$ cat config.mk
export PLATFORM = sky130hd
export DESIGN_NAME = uart_word_serializer
export DESIGN_NICKNAME = d
export VERILOG_FILES = /design/src/rtl/uart_word_serializer.sv
export SDC_FILE = /design/constraint.sdc
export NUM_CORES = 1
export LEC_CHECK = 0
export CELL_PAD_IN_SITES_DETAIL_PLACEMENT = 0
export CELL_PAD_IN_SITES_GLOBAL_PLACEMENT = 1
export CORE_MARGIN = 8
export CORE_UTILIZATION = 35
export CTS_CLUSTER_DIAMETER = 30
export DETAILED_ROUTE_END_ITERATION = 16
export GPL_TIMING_DRIVEN = 0
export PLACE_DENSITY_LB_ADDON = 0.1
export SYNTH_ARGS = -nofsm -noshare
export SYNTH_HDL_FRONTEND = slang
export SYNTH_SLANG_ARGS = --single-unit
export TNS_END_PERCENT = 5
$ cat constraint.sdc
create_clock -name clk -period 3.4 [get_ports clk]
set_input_delay 0.34 -clock clk [delete_from_list [all_inputs] [get_ports clk]]
set_output_delay 0.34 -clock clk [all_outputs]
set_load 0.05 [all_outputs]
$ cat src/rtl/uart_word_serializer.sv
// Buffers strobed words in a small FIFO and feeds their enabled byte lanes to a UART, one byte per tx_done handshake.
// Optional sticky overflow flag enabled by defining UART_SER_OVF_EN; otherwise ovf is tied low.
module uart_word_serializer #(
    parameter int BYTES     = 4,
    parameter int DEPTH     = 4,
    parameter int MSB_FIRST = 0
) (
    input  logic                       clk,
    input  logic                       rst,
    input  logic                       wr_en,
    input  logic [8*BYTES-1:0]         wr_data,
    input  logic [BYTES-1:0]           wr_strb,
    output logic                       full,
    output logic [$clog2(DEPTH):0]     level,
    input  logic                       tx_done,
    output logic                       tx_dv,
    output logic [7:0]                 tx_data,
    output logic                       busy,
    output logic                       ovf,
    input  logic                       ovf_clr
);

    localparam int PW  = $clog2(DEPTH);
    localparam int LVW = PW + 1;
    localparam int LW  = (BYTES > 1) ? $clog2(BYTES) : 1;

    typedef enum logic [1:0] {IDLE, LOAD, SEND} state_t;

    state_t               state;
    logic [8*BYTES-1:0]   mem_data [DEPTH];
    logic [BYTES-1:0]     mem_strb [DEPTH];
    logic [PW-1:0]        wr_ptr;
    logic [PW-1:0]        rd_ptr;
    logic [8*BYTES-1:0]   hold_data;
    logic [BYTES-1:0]     mask;
    logic [LW-1:0]        cur_lane;
    logic                 wr_acc;
    logic                 pop;
    logic [8*BYTES-1:0]   load_word;
    logic [LW-1:0]        load_lane;
    logic [LW-1:0]        next_lane;

    // Priority pick over a lane mask; the last match in the scan wins.
    function automatic logic [LW-1:0] pick_lane(input logic [BYTES-1:0] m);
        logic [LW-1:0] idx;
        idx = '0;
        for (int k = 0; k < BYTES; k++) begin
            if (MSB_FIRST != 0) begin
                if (m[k]) idx = LW'(k);
            end else begin
                if (m[BYTES-1-k]) idx = LW'(BYTES-1-k);
            end
        end
        return idx;
    endfunction

    assign full      = (level == LVW'(DEPTH));
    assign busy      = (state != IDLE);
    assign wr_acc    = wr_en && !full && (wr_strb != '0);
    assign pop       = (state == LOAD);
    assign load_word = mem_data[rd_ptr];
    assign load_lane = pick_lane(mem_strb[rd_ptr]);
    assign next_lane = pick_lane(mask);

    always_ff @(posedge clk) begin
        if (wr_acc) begin
            mem_data[wr_ptr] <= wr_data;
            mem_strb[wr_ptr] <= wr_strb;
        end
    end

    always_ff @(posedge clk or posedge rst) begin
        if (rst) begin
            wr_ptr <= '0;
            rd_ptr <= '0;
            level  <= '0;
        end else begin
            if (wr_acc) wr_ptr <= wr_ptr + 1'b1;
            if (pop)    rd_ptr <= rd_ptr + 1'b1;
            case ({wr_acc, pop})
                2'b10:   level <= level + 1'b1;
                2'b01:   level <= level - 1'b1;
                default: level <= level;
            endcase
        end
    end

    always_ff @(posedge clk or posedge rst) begin
        if (rst) begin
            state     <= IDLE;
            hold_data <= '0;
            mask      <= '0;
            cur_lane  <= '0;
            tx_dv     <= 1'b0;
            tx_data   <= 8'h00;
        end else begin
            case (state)
                IDLE: begin
                    if (level != '0) state <= LOAD;
                end
                LOAD: begin
                    hold_data <= load_word;
                    mask      <= mem_strb[rd_ptr];
                    cur_lane  <= load_lane;
                    tx_data   <= load_word[{load_lane, 3'b000} +: 8];
                    tx_dv     <= 1'b1;
                    state     <= SEND;
                end
                SEND: begin
                    if (tx_dv) begin
                        if (tx_done) begin
                            mask[cur_lane] <= 1'b0;
                            tx_dv          <= 1'b0;
                        end
                    end else if (mask != '0) begin
                        // The tx_dv-low cycle after each handshake doubles as the inter-byte gap.
                        cur_lane <= next_lane;
                        tx_data  <= hold_data[{next_lane, 3'b000} +: 8];
                        tx_dv    <= 1'b1;
                    end else if (level != '0) begin
                        state <= LOAD;
                    end else begin
                        state <= IDLE;
                    end
                end
                default: state <= IDLE;
            endcase
        end
    end

`ifdef UART_SER_OVF_EN
    always_ff @(posedge clk or posedge rst) begin
        if (rst) begin
            ovf <= 1'b0;
        end else if (wr_en && (wr_strb != '0) && full) begin
            ovf <= 1'b1;
        end else if (ovf_clr) begin
            ovf <= 1'b0;
        end
    end
`else
    logic unused_ovf_clr;
    assign unused_ovf_clr = ovf_clr;
    assign ovf            = 1'b0;
`endif

endmodule

# Word-level counts from Yosys, hierarchy flattened
# Memories as Yosys holds them, arrays and structs flattened.
# Cells that the tools add are included.
# Widths: inputs -> output; s select.
totals:
  register_bits: 56
  ramBits: 144
  mem_count: 2
  inputBits: 41
mem_list:
  columns: ["memory", "depth", "word_bits", "read_ports", "rd_clocked_by_memory_dff", "wr", "line", "text"]
  rows:
  - ["mem_data", 4, 32, 1, 0, 1, "30", "logic [8*BYTES-1:0] mem_data [DEPTH];"]
  - ["mem_strb", 4, 4, 1, 0, 1, "31", "logic [BYTES-1:0] mem_strb [DEPTH];"]
op_classes:
  n_eq_ne: 11
  order_cmp: 2
  muxes: 31
  shifts: 2
  n_addsub: 4
  bitwise: 2
  n_reduce_logical: 14
op_table:
  columns: ["op", "count"]
  rows:
  - ["$shiftx 32x6->8", 2]
  - ["$mux 2", 13]
  - ["$mux 8", 2]
  - ["$pmux 8 s2", 1]
  - ["$ne 2x2->1 const B", 6]
  - ["$reduce_and 3->1", 3]
  - ["$mux 4", 2]
  - ["$pmux 4 s2", 1]
  - ["$reduce_bool 4->1", 2]
  - ["$mux 1", 7]
  - ["$pmux 2 s3", 1]
  - ["$pmux 3 s2", 1]
  - ["$reduce_bool 2->1", 3]
  - ["$add 2x1->2 const B", 2]
  - ["$and 4x4->4", 1]
  - ["$eq 2x1->1 const B", 2]
  - ["$eq 2x2->1 const B", 2]
  - ["$not 4->4", 1]
  - ["$pmux 2 s2", 1]
  - ["$add 3x1->3 const B", 1]
  - ["$eq 3x3->1 const B", 1]
  - ["$logic_and 1x1->1", 3]
  - ["$lt 2x3->1 const B", 1]
  - ["$reduce_bool 3->1", 1]
  - ["other kinds (6)", 6]

# Logic depth before layout (Yosys ltp)
# Gate-level depths: netlist of run 1.
depth:
  depth_word: 9
  depth_mapped: 9
  ltp_nobuf: 8

# Least setup slack after synthesis of run 1
# No wires, ideal clock.
synth_path:
  kind: "reg2reg"
  startpoint: "reg level[2]"
  endpoint: "reg level[1]"
  setup_ps: 125
  n_path_buf: 0
  synth_period_minus_slack_ps: 3356
  t_required_ps: 3275
  t_arrival_ps: 3231
  stages_incl_launch_ff: 7
  path_slack_ps: 44
  cell_sequence: "dfrtp_1 -> nor3b_1 -> nor2_1 -> inv_1 -> ha_1 -> fa_1 -> mux2_2"
synth_between:
  elab_chain_cells: 6
  elab_cells_between_ends: 8
  cone_classes: "3 x eq/ne; 1 x mux; 4 x reduce/logical"
synth_lines:
  columns: ["element", "line", "text"]
  rows:
  - ["start: declaration", "14", "output logic [$clog2(DEPTH):0] level,"]
  - ["start signal: assignment", "81", "2'b10: level <= level + 1'b1;"]
  - ["start signal: assignment", "82", "2'b01: level <= level - 1'b1;"]
  - ["start signal: assignment", "83", "default: level <= level;"]
  - ["$eq 3x3->1 (*)", "57", "assign full = (level == LVW'(DEPTH));"]
  - ["named net full", "13", "output logic full,"]
  - ["$logic_not 1->1 (*)", "59", "assign wr_acc = wr_en && !full && (wr_strb != '0);"]
  - ["$logic_and 1x1->1 (*) (2 in a row)", "59", null]
  - ["$eq 2x1->1 / $eq 2x2->1 (equally long branches)", "80", "case ({wr_acc, pop})"]
  - ["$pmux 3 s2 / $reduce_bool 2->1 (equally long branches)", null, null]
# The timed path passes the listed nets; every way through them passes the cells marked *.
# A chain may end at the register's enable or synchronous reset.

# Final worst setup path of run 1
layout_path:
  startpoint: "reg state[0]"
  endpoint: "reg tx_data[2]"
layout_between:
  elab_chain_cells: 3
  elab_cells_between_ends: 7
  cone_classes: "4 x eq/ne; 1 x mux; 2 x reduce/logical"
layout_lines:
  columns: ["element", "line", "text"]
  rows:
  - ["start: declaration", "29", "state_t state;"]
  - ["start signal: assignment", "90", "state <= IDLE;"]
  - ["start signal: assignment", "99", "if (level != '0) state <= LOAD;"]
  - ["start signal: assignment", "107", "state <= SEND;"]
  - ["$eq 2x2->1 / $eq 2x1->1 (equally long branches)", "97", "case (state)"]
  - ["$ne 2x2->1 (no source line) / $reduce_bool 2->1 (equally long branches)", null, null]
  - ["$reduce_and 3->1 (no source line)", null, null]
  - ["end signal: assignment", "105", "tx_data <= load_word[{load_lane, 3'b000} +: 8];"]
  - ["end signal: assignment", "118", "tx_data <= hold_data[{next_lane, 3'b000} +: 8];"]
  - ["end: declaration", "17", "output logic [7:0] tx_data,"]
# Several ways; a longest one is shown, not always the timed one.

==> run_results.csv, run 1 <==
group,metric,value,unit
status,outcome,"completed",
sta,slew_headroom,47.2,%
synthesis,synth-seq-cells,200,
synthesis,synth_top_area_share,51.9,%
sta,setup_viol,0,
worst_setup_path,crit_arrival,3.20,ns
finish,area_growth,19.0,%
global_route,grt_usage,14.5,%
floorplanning,die_w,170,um
synthesis,async_flop_share,28.0,%
sta,finalMaxSlewViolations,0,
synthesis,syn_area,8330,um2
worst_setup_path,r2r-start,"state[0]$_DFFE_PP0P_",
placement,port_buffers,53,
worst_setup_path,r2r-end,"tx_data[2]$_DFFE_PP0P_",
run,timing.max_cap.violations,0,
floorplanning,die_h,170,um
sta,clock.fmax,347,MHz
pwr,peakVddDrop,0.423,mV
placement,hpwl,13900,um
global_route,overflow,0,
sta,fin_crit_sh,84.8,%
clock_tree,cts_buffers,17,
pwr,power_density,973,nW/um2
placement,place.gp.congestion,0.840,
clock_tree,clk_latency,0.43,ns
pwr,comb_power_share,42.7,%
pwr,clock_power_share,19.5,%
global_route,grt_pass1_wl,31200,um
route,drcViolationCount,0,
pwr,p_sw,3.63,mW
clock_tree,clk_path_buf_depth,2,
clock_tree,path_clk_slew,0.07,ns
sta,skew,0.0124,ns
floorplanning,core,23400,um2
pwr,p_leak,3.46,nW
finish,antenna_cells,0,
worst_setup_path,path_class,"reg2reg",
clock_tree,postCtsSetupBuffers,0,
synthesis,synth_area_leaders,"edfxtp_1 52%, dfrtp_1 17%, mux4_2 9.5%, mux2_2 4.3%, nand2_1 1.6%",
sta,holdWs,0.308,ns
synthesis,yosysTopAreaCell,"edfxtp_1",
clock_tree,cts_tree,"built",
synthesis,synth.most_common_cell,"edfxtp_1",
clock_tree,cts-resized-gates,0,
clock_tree,cts.sinks,200,
finish,final_util,42.3,%
synthesis,synthTopCellsByCount,"144 x edfxtp_1, 56 x dfrtp_1, 35 x mux4_2, 35 x nand2_1, 32 x mux2_2",
finish,nets,625,
worst_setup_path,end_kind,"flip-flop",
worst_setup_path,worstPathMaxFanout,10,
synthesis,synth.distinct_cells,56,
route,routed_wl,19800,um
pwr,swShare,37.7,%
worst_setup_path,worstSetupStartpointType,"flip-flop",
route,postRouteAntennaNets,0,
synthesis,avgSynthCellArea,16.8,um2
sta,final_hold_viol_count,0,
global_route,grt_max_degree,32,
hold_path,hold_class,"in2async",
floorplanning,pin_count,56,
clock_tree,cts_root_buf,"clkbuf_16",
clock_tree,ctsHoldBuffers,0,
sta,fin_crit,2.88,ns
route,drt_first_pass_iters,5,
worst_setup_path,rrSetupSlack,0.52,ns
synthesis,synth_ff_type,"edfxtp_1",
floorplanning,fp-row-count,56,
synthesis,synth-seq-area-share,68.8,%
floorplanning,initial_core_util,35.6,%
route,num_vias,4613,
clock_tree,ctsHtreeMaxLevel,4,
synthesis,ys_warn_count,0,
sta,tns,0,ns
pwr,p_int,6.01,mW
global_route,first_global_vias,5122,
sta,worstMarginPinSlew,0.793,ns
route,dr.first_iter.drc_count,330,
finish,drive_above_1_share,20.6,%
global_route,antenna_found_initial,0,
synthesis,syn_inst,496,
route,wl_per_cell,21.9,um
worst_setup_path,cp_data_required_time,3.71,ns
route,via_per_inst,5.10,
floorplanning,die_area,29000,um2
worst_setup_path,r2r_cells,8,
sta,rsz0062_at_grt,"false",
synthesis,syn_nets,548,
synthesis,synth_edf_count,144,
pwr,p_seq_share,37.9,%
==> sequential cells by signal, summed over array words and instances (netlist names) <==
name	cells
mem_data	128
hold_data	32
mem_strb	16
tx_data	8
mask	4
level	3
cur_lane	2
rd_ptr	2
state	2
wr_ptr	2
tx_dv	1
==> per-stage QoR <==
step           setup WS, ns  cells  instance area (um2)  power (mW)
6_report              0.516    905                 9910        9.64
5_1_grt               0.355    905                 9910        10.2
4_1_cts               0.545    905                 9910        9.76
3_5_place_dp          0.387    873                 9360        7.86
3_3_place_gp         -0.286    868                 9260        7.76
2_1_floorplan        0.0440    496                 8330        6.42
==> area by class of cell <==
class | count | area [um2]
Clock buffer | 18 | 429
Clock inverter | 14 | 116
Multi-Input combinational cell | 253 | 2420
Fill cell | 2136 | 13500
Tap cell | 319 | 399
Timing Repair Buffer | 58 | 631
Sequential cell | 200 | 5730
Buffer | 24 | 120
Inverter | 19 | 71.3
==> power by group through the flow <==
stage	clock network [mW]	registers [mW]	logic, mW
6_report	1.88	3.65	4.11
5_1_grt	2.04	3.72	4.46
4_1_cts	1.93	3.65	4.17
3_5_place_dp	0	3.70	4.16
3_3_place_gp	0	3.70	4.06
2_1_floorplan	0	3.85	2.57
==> routing by layer <==
| metal | up-vias | share of wire, % | GRT usage [%] |
|---|---|---|---|
| met3 | 14 | 3.5 | 2.94 |
| met4 | 0 | 1.1 | 4.04 |
| met1 | 2403 | 46 | 19.6 |
| li1 | 2079 | - | - |
| met5 | - | 0 | 0 |
| met2 | 117 | 49 | 23.5 |
==> kinds of logic after synthesis <==
logic type | share of synthesized area (%)
other | 0.0450
xor gates and xnor gates | 0.631
and+or+nand+nor | 4.84
muxes | 14.1
adders and majority gates | 1.74
AOI/OAI and AO/OA | 7.59
DFF | 68.7
buffers and inverters | 2.30
==> cells in the final DEF, fill, tap and decap left out, types with 4 or more instances in the layout <==
cell             Yosys  layout
o22a_1               4       4
clkbuf_16            0      17
o21ai_0             15      15
buf_12               0       5
nor2_1              12      12
clkbuf_1            15      16
inv_1               19      18
dfrtp_1             56      56
nor3_1               4       4
inv_8                0       4
nand3b_1             5       5
a221o_1              4       4
a21o_1               8       8
mux4_2              35      35
nand2b_1             7       7
clkdlybuf4s50_1      0      53
a211oi_1             4       4
ha_1                10      10
nor2b_1              4       4
a2bb2oi_1            4       4
mux2_2              32      32
and2_2               0       4
o21bai_1             4       4
nand2_1             35      35
xnor2_1              4       4
a21oi_1              7       7
a22o_1               7       7
edfxtp_1           144     144
==> worst max-delay path by stage <==
stage,startpoint,end,slack [ns],cells past startpoint
after floorplan,level[2]$_DFFE_PP0P_,level[1]$_DFFE_PP0P_,0.04,6
after global placement,wr_strb[3],mem_data[2][5]$_DFFE_PP_,-0.29,4
after detailed placement,wr_strb[3],level[1]$_DFFE_PP0P_,0.39,7
after CTS,state[0]$_DFFE_PP0P_,tx_data[2]$_DFFE_PP0P_,0.55,8
after global routing,state[0]$_DFFE_PP0P_,tx_data[7]$_DFFE_PP0P_,0.35,9
final,state[0]$_DFFE_PP0P_,tx_data[2]$_DFFE_PP0P_,0.52,8
==> worst max-delay path, stage by stage (launching register included) <==
cell      delay, ns
dfrtp_1        0.46
inv_1          0.09
ha_1           0.28
clkbuf_1       0.41
inv_1          0.28
a211o_1        0.38
and2_1         0.26
a311o_1        0.29
o32a_1         0.33
(Power assumes the default switching activity.)
==> run 2, diff against run 1 <==
Clock period 3.4 ns to 2.7 ns, I/O delays scaled along.
==> run 2 against run 1 <==
Effect of this change:
- register-to-register slack worse by 0.35 ns
- combinational power up 25%
- power up 26%
- non-clock buffer count down 1
- fmax up 14%
- final area up 0.19%
- first-iteration DRC count up 4.2%
- clock skew down 0.0018 ns
- sequential power up 26%
- worst setup slack worse by 0.35 ns
- largest cell class unchanged
- highest routed layer unchanged
==> run_results.csv, run 2 (synthesis gave the netlist of run 1 again) <==
group,metric,value,unit
finish,layout_common_cells,"144 x edfxtp_1, 56 x dfrtp_1, 53 x clkdlybuf4s50_1",
floorplanning,pin_count,56,
worst_setup_path,max_stage_delay,0.47,ns
finish,nFillCells,2143,
route,routed_wl,19200,um
floorplanning,core,23400,um2
worst_setup_path,r2r_cells,7,
sta,finalMaxSlewViolations,0,
clock_tree,ctsHoldBuffers,0,
placement,hpwl,13800,um
sta,skew,0.0105,ns
worst_setup_path,cpMostUsedCell,"inv_1",
floorplanning,fp-row-count,56,
worst_setup_path,worst-path-stages,7,
sta,clock.fmax,395,MHz
sta,slew_headroom,48.4,%
pwr,totalPowerFinal,12.1,mW
finish,final_common_cell,"edfxtp_1",
sta,rsz0062_at_grt,"false",
worst_setup_path,worstPathBufferInverterCount,2,
clock_tree,ctsHtreeMaxLevel,4,
sta,finalWorstSetupSlack,0.170,ns
floorplanning,die_h,170,um
route,via_per_inst,4.98,
floorplanning,die_area,29000,um2
global_route,grt_pass1_wl,30100,um
worst_setup_path,cp_data_required_time,3.01,ns
global_route,grt_max_degree,33,
worst_setup_path,worstPathCellList,"inv_1, ha_2, inv_1, a211o_1, and2_1, a311o_1, o32a_1",
sta,fin_crit,2.53,ns
sta,final_hold_viol_count,0,
placement,port_buffers,53,
route,num_vias,4499,
global_route,grt_usage,14.0,%
pwr,peakVddDrop,0.473,mV
clock_tree,cts_tree,"built",
sta,tns,0,ns
hold_path,hold_class,"in2async",
worst_setup_path,crit_arrival,2.84,ns
finish,nets,624,
placement,post_dp_cell_area,9370,um2
route,drt_first_pass_iters,4,
worst_setup_path,path_class,"reg2reg",
worst_setup_path,worstSetupStartpointType,"flip-flop",
finish,final_util,42.4,%
finish,instances_no_fill,904,
placement,pre_cts_ws,-0.0474,ns
finish,top_regs,"mem_data: 128 flops, hold_data: 32 flops, mem_strb: 16 flops",
finish,largest_reg_flops,128,
placement,place.gp.congestion,0.844,
clock_tree,cts.sinks,200,
worst_setup_path,cp_slowest_cell,"dfrtp_1",
route,drcViolationCount,0,
finish,area_growth,19.2,%
clock_tree,clk_path_buf_depth,2,
placement,placed_cells_incl_taps,873,
finish,register_area,5730,um2
run,timing.max_cap.violations,0,
clock_tree,cts_buffers,17,
worst_setup_path,end_kind,"flip-flop",
finish,design_area,9930,um2
sta,fin_crit_sh,93.7,%
sta,holdWs,0.283,ns
clock_tree,cts_root_buf,"clkbuf_16",
route,postRouteAntennaNets,0,
floorplanning,initial_core_util,35.6,%
route,wl_per_cell,21.2,um
finish,multi_input_area,2430,um2
finish,antenna_cells,0,
status,outcome,"completed",
global_route,overflow,0,
sta,setup_viol,0,
sta,worstMarginPinSlew,0.773,ns
finish,drive_above_1_share,21.0,%
global_route,first_global_vias,5069,
floorplanning,die_w,170,um
route,dr.first_iter.drc_count,344,
worst_setup_path,worstPathMaxFanout,10,
finish,largest_register,"mem_data",
pwr,power_density,1220,nW/um2
pwr,p_leak,3.48,nW
worst_setup_path,crit_family,"compound AO/OA/AOI/OAI gates",
clock_tree,clk_latency,0.43,ns
global_route,antenna_found_initial,0,
clock_tree,path_clk_slew,0.08,ns
[run 2: cell types whose count changed in the layout (fill, tap and decap cells not counted), sizes merged]
cell      delta
clkinvlp     -2
inv          +2
buf          -1
clkbuf       +1
clkinv       -1
[run 2: worst paths after layout]
check / to / start / slack [ns]
min in group clk: mem_data[1][8]$_DFFE_PP_ / wr_data[8] / 0.47
max in group asynchronous: hold_data[31]$_DFFE_PP0N_ / rst / 1.80
worst min-delay path: wr_ptr[0]$_DFFE_PP0P_ / rst / 0.28
worst min register to register: hold_data[6]$_DFFE_PP0N_ / hold_data[6]$_DFFE_PP0N_ / 0.51
worst max-delay path: tx_data[2]$_DFFE_PP0P_ / state[0]$_DFFE_PP0P_ / 0.17
worst max register to register: tx_data[2]$_DFFE_PP0P_ / state[0]$_DFFE_PP0P_ / 0.17
[run 2: layout make-up]
class                   instances  share of cell area (%)
multi-input cells             253                    24.5
plain buffers                  23                    1.18
flip-flops and latches        200                    57.7
clock buffers                  19                    4.46
clock inverters                13                    1.11
well taps                     319                    4.02
repair buffers                 58                    6.35
inverters                      19                   0.718
[run 2: timing repair]
| item | CTS | global route |
|---|---|---|
| hold endpoints to repair | 0 | 0 |
| gates resized for setup | 0 | 2 |
| setup endpoints to repair | 3 | 5 |
| pin swaps | 0 | 0 |
| buffers inserted | 0 | 0 |
[run 2: worst reg2reg max path: stages (launching register included)]
cell,delay (ns)
dfrtp_1,0.47
inv_1,0.10
ha_2,0.45
inv_1,0.17
a211o_1,0.34
and2_1,0.25
a311o_1,0.30
o32a_1,0.33
[run 2: per-layer routing]
metal | vias up | share of wire (%) | global-route usage [%] | routed length (um)
met1 | 2329 | 46 | 17.9 | 8850
met3 | 18 | 3.3 | 3.31 | 643
met5 | - | 0 | 0 | 0
li1 | 2088 | - | - | -
met4 | 0 | 2.0 | 5.23 | 379
met2 | 64 | 49 | 23.0 | 9330
[run 2: report_power, final]
part	internal [mW]	leakage (nW)	total, mW	switching (mW)
sequential	4.20	1.98	4.59	0.390
clock	1.23	0.270	2.40	1.16
combinational	2.18	1.23	5.12	2.95
total	7.61	3.48	12.1	4.50
==> run 3, diff against run 2 <==
Settings changed: RECOVER_POWER from default to 25.
==> run 3 against run 2 <==
Effect of this change:
- final area did not move
- combinational power barely moved
- register-to-register slack barely moved
- non-clock buffer count did not move
- final cell count did not move
- sequential cell count did not move
- clock power barely moved
- power barely moved
- die area did not move
==> run_results.csv, run 3 (synthesis gave the netlist of run 1 again) <==
group,metric,value,unit
worst_setup_path,worstPathMaxFanout,10,
finish,nets,624,
pwr,p_leak,3.48,nW
clock_tree,cts_buffers,17,
route,num_vias,4508,
global_route,grt_max_degree,33,
sta,fin_crit_sh,93.7,%
finish,largest_register,"mem_data",
route,dr.first_iter.drc_count,344,
floorplanning,core,23400,um2
route,postRouteAntennaNets,0,
worst_setup_path,crit_arrival,2.84,ns
status,outcome,"completed",
finish,top_regs,"mem_data: 128 flops, hold_data: 32 flops, mem_strb: 16 flops",
global_route,grt_pass1_wl,30100,um
sta,slew_headroom,48.5,%
route,via_per_inst,4.99,
clock_tree,clk_path_buf_depth,2,
sta,fin_crit,2.53,ns
placement,placed_cells_incl_taps,873,
floorplanning,die_area,29000,um2
finish,antenna_cells,0,
finish,drive_above_1_share,21.0,%
global_route,grt_usage,14.0,%
finish,layout_common_cells,"144 x edfxtp_1, 56 x dfrtp_1, 35 x mux4_2, 35 x nand2_1, 32 x mux2_2",
pwr,totalPowerFinal,12.1,mW
sta,worstMarginPinSlew,0.772,ns
floorplanning,die_h,170,um
floorplanning,initial_core_util,35.6,%
sta,clock.fmax,395,MHz
clock_tree,cts.sinks,200,
clock_tree,path_clk_slew,0.08,ns
worst_setup_path,rrSetupSlack,0.17,ns
global_route,first_global_vias,5069,
worst_setup_path,end_kind,"flip-flop",
pwr,power_density,1220,nW/um2
sta,finalMaxSlewViolations,0,
sta,tns,0,ns
run,timing.max_cap.violations,0,
sta,skew,0.0103,ns
floorplanning,pin_count,56,
worst_setup_path,cp_data_required_time,3.01,ns
route,drt_first_pass_iters,4,
sta,rsz0062_at_grt,"false",
worst_setup_path,path_class,"reg2reg",
worst_setup_path,r2r_cells,7,
hold_path,hold_class,"in2async",
worst_setup_path,r2r-end,"tx_data[2]$_DFFE_PP0P_",
global_route,overflow,0,
placement,port_buffers,53,
pwr,peakVddDrop,0.473,mV
floorplanning,fp-row-count,56,
sta,final_hold_viol_count,0,
clock_tree,ctsHoldBuffers,0,
clock_tree,cts_tree,"built",
finish,final_common_cell,"edfxtp_1",
sta,holdWs,0.283,ns
placement,place.gp.congestion,0.844,
global_route,antenna_found_initial,0,
clock_tree,ctsHtreeMaxLevel,4,
finish,area_growth,19.2,%
route,routed_wl,19200,um
floorplanning,die_w,170,um
sta,setup_viol,0,
finish,largest_reg_flops,128,
route,wl_per_cell,21.2,um
clock_tree,clk_latency,0.43,ns
clock_tree,cts_root_buf,"clkbuf_16",
placement,hpwl,13800,um
worst_setup_path,worstSetupStartpointType,"flip-flop",
route,drcViolationCount,0,
finish,instances_no_fill,904,
worst_setup_path,r2r-start,"state[0]$_DFFE_PP0P_",
run 3: per-stage QoR:
step	setup WS, ns	utilization (%)	instance area [um2]
6_report	0.170	42.4	9930
5_1_grt	0.0253	42.4	9930
4_1_cts	0.0556	42.4	9920
3_5_place_dp	-0.0474	40.1	9370
3_3_place_gp	-0.830	39.6	9270
2_1_floorplan	0.0697	-	8340
run 3: final cells by class:
cell class,count,area (um2)
Fill cell,2143,13500
Buffer,23,118
Sequential cell,200,5730
Multi-Input combinational cell,253,2430
Timing Repair Buffer,58,631
Clock inverter,13,110
Tap cell,319,399
Inverter,19,71.3
Clock buffer,19,443
run 3: worst max-delay path: stages (launching register included):
cell	delay, ns
dfrtp_1	0.47
inv_1	0.10
ha_2	0.45
inv_1	0.17
a211o_1	0.34
and2_1	0.25
a311o_1	0.30
o32a_1	0.33
run 3: worst max-delay path by stage:
| stage | end | cells past startpoint | startpoint |
|---|---|---|---|
| 2_1_floorplan | mem_data[0][0]$_DFFE_PP_ | 3 | level[0]$_DFFE_PP0P_ |
| 3_3_place_gp | mem_data[0][12]$_DFFE_PP_ | 4 | wr_strb[1] |
| 3_5_place_dp | tx_data[2]$_DFFE_PP0P_ | 8 | state[0]$_DFFE_PP0P_ |
| 6_report | tx_data[2]$_DFFE_PP0P_ | 7 | state[0]$_DFFE_PP0P_ |
| 4_1_cts | tx_data[4]$_DFFE_PP0P_ | 7 | rd_ptr[1]$_DFFE_PP0N_ |
| 5_1_grt | tx_data[2]$_DFFE_PP0P_ | 6 | rd_ptr[0]$_DFFE_PP0N_ |
run 3: timing repair:
item                       4_1_cts  5_1_grt
gates cloned                     0        0
setup endpoints to repair        3        5
pin swaps                        0        0
resized for setup                0        2
setup buffers                    0        0
run 3: per-layer routing:
layer / GRT usage (%) / part of all wire (%) / vias to the layer above
met5: 0 / 0 / -
met3: 3.31 / 3.4 / 18
li1: - / - / 2089
met2: 23.0 / 48 / 64
met4: 5.23 / 2.0 / 0
met1: 17.9 / 46 / 2337
run 3: where the power goes:
group          switching (mW)  leakage, nW  total, mW  internal, mW
Sequential              0.390         1.98       4.59          4.20
Combinational            2.95         1.23       5.12          2.17
Clock                    1.16        0.270       2.40          1.23
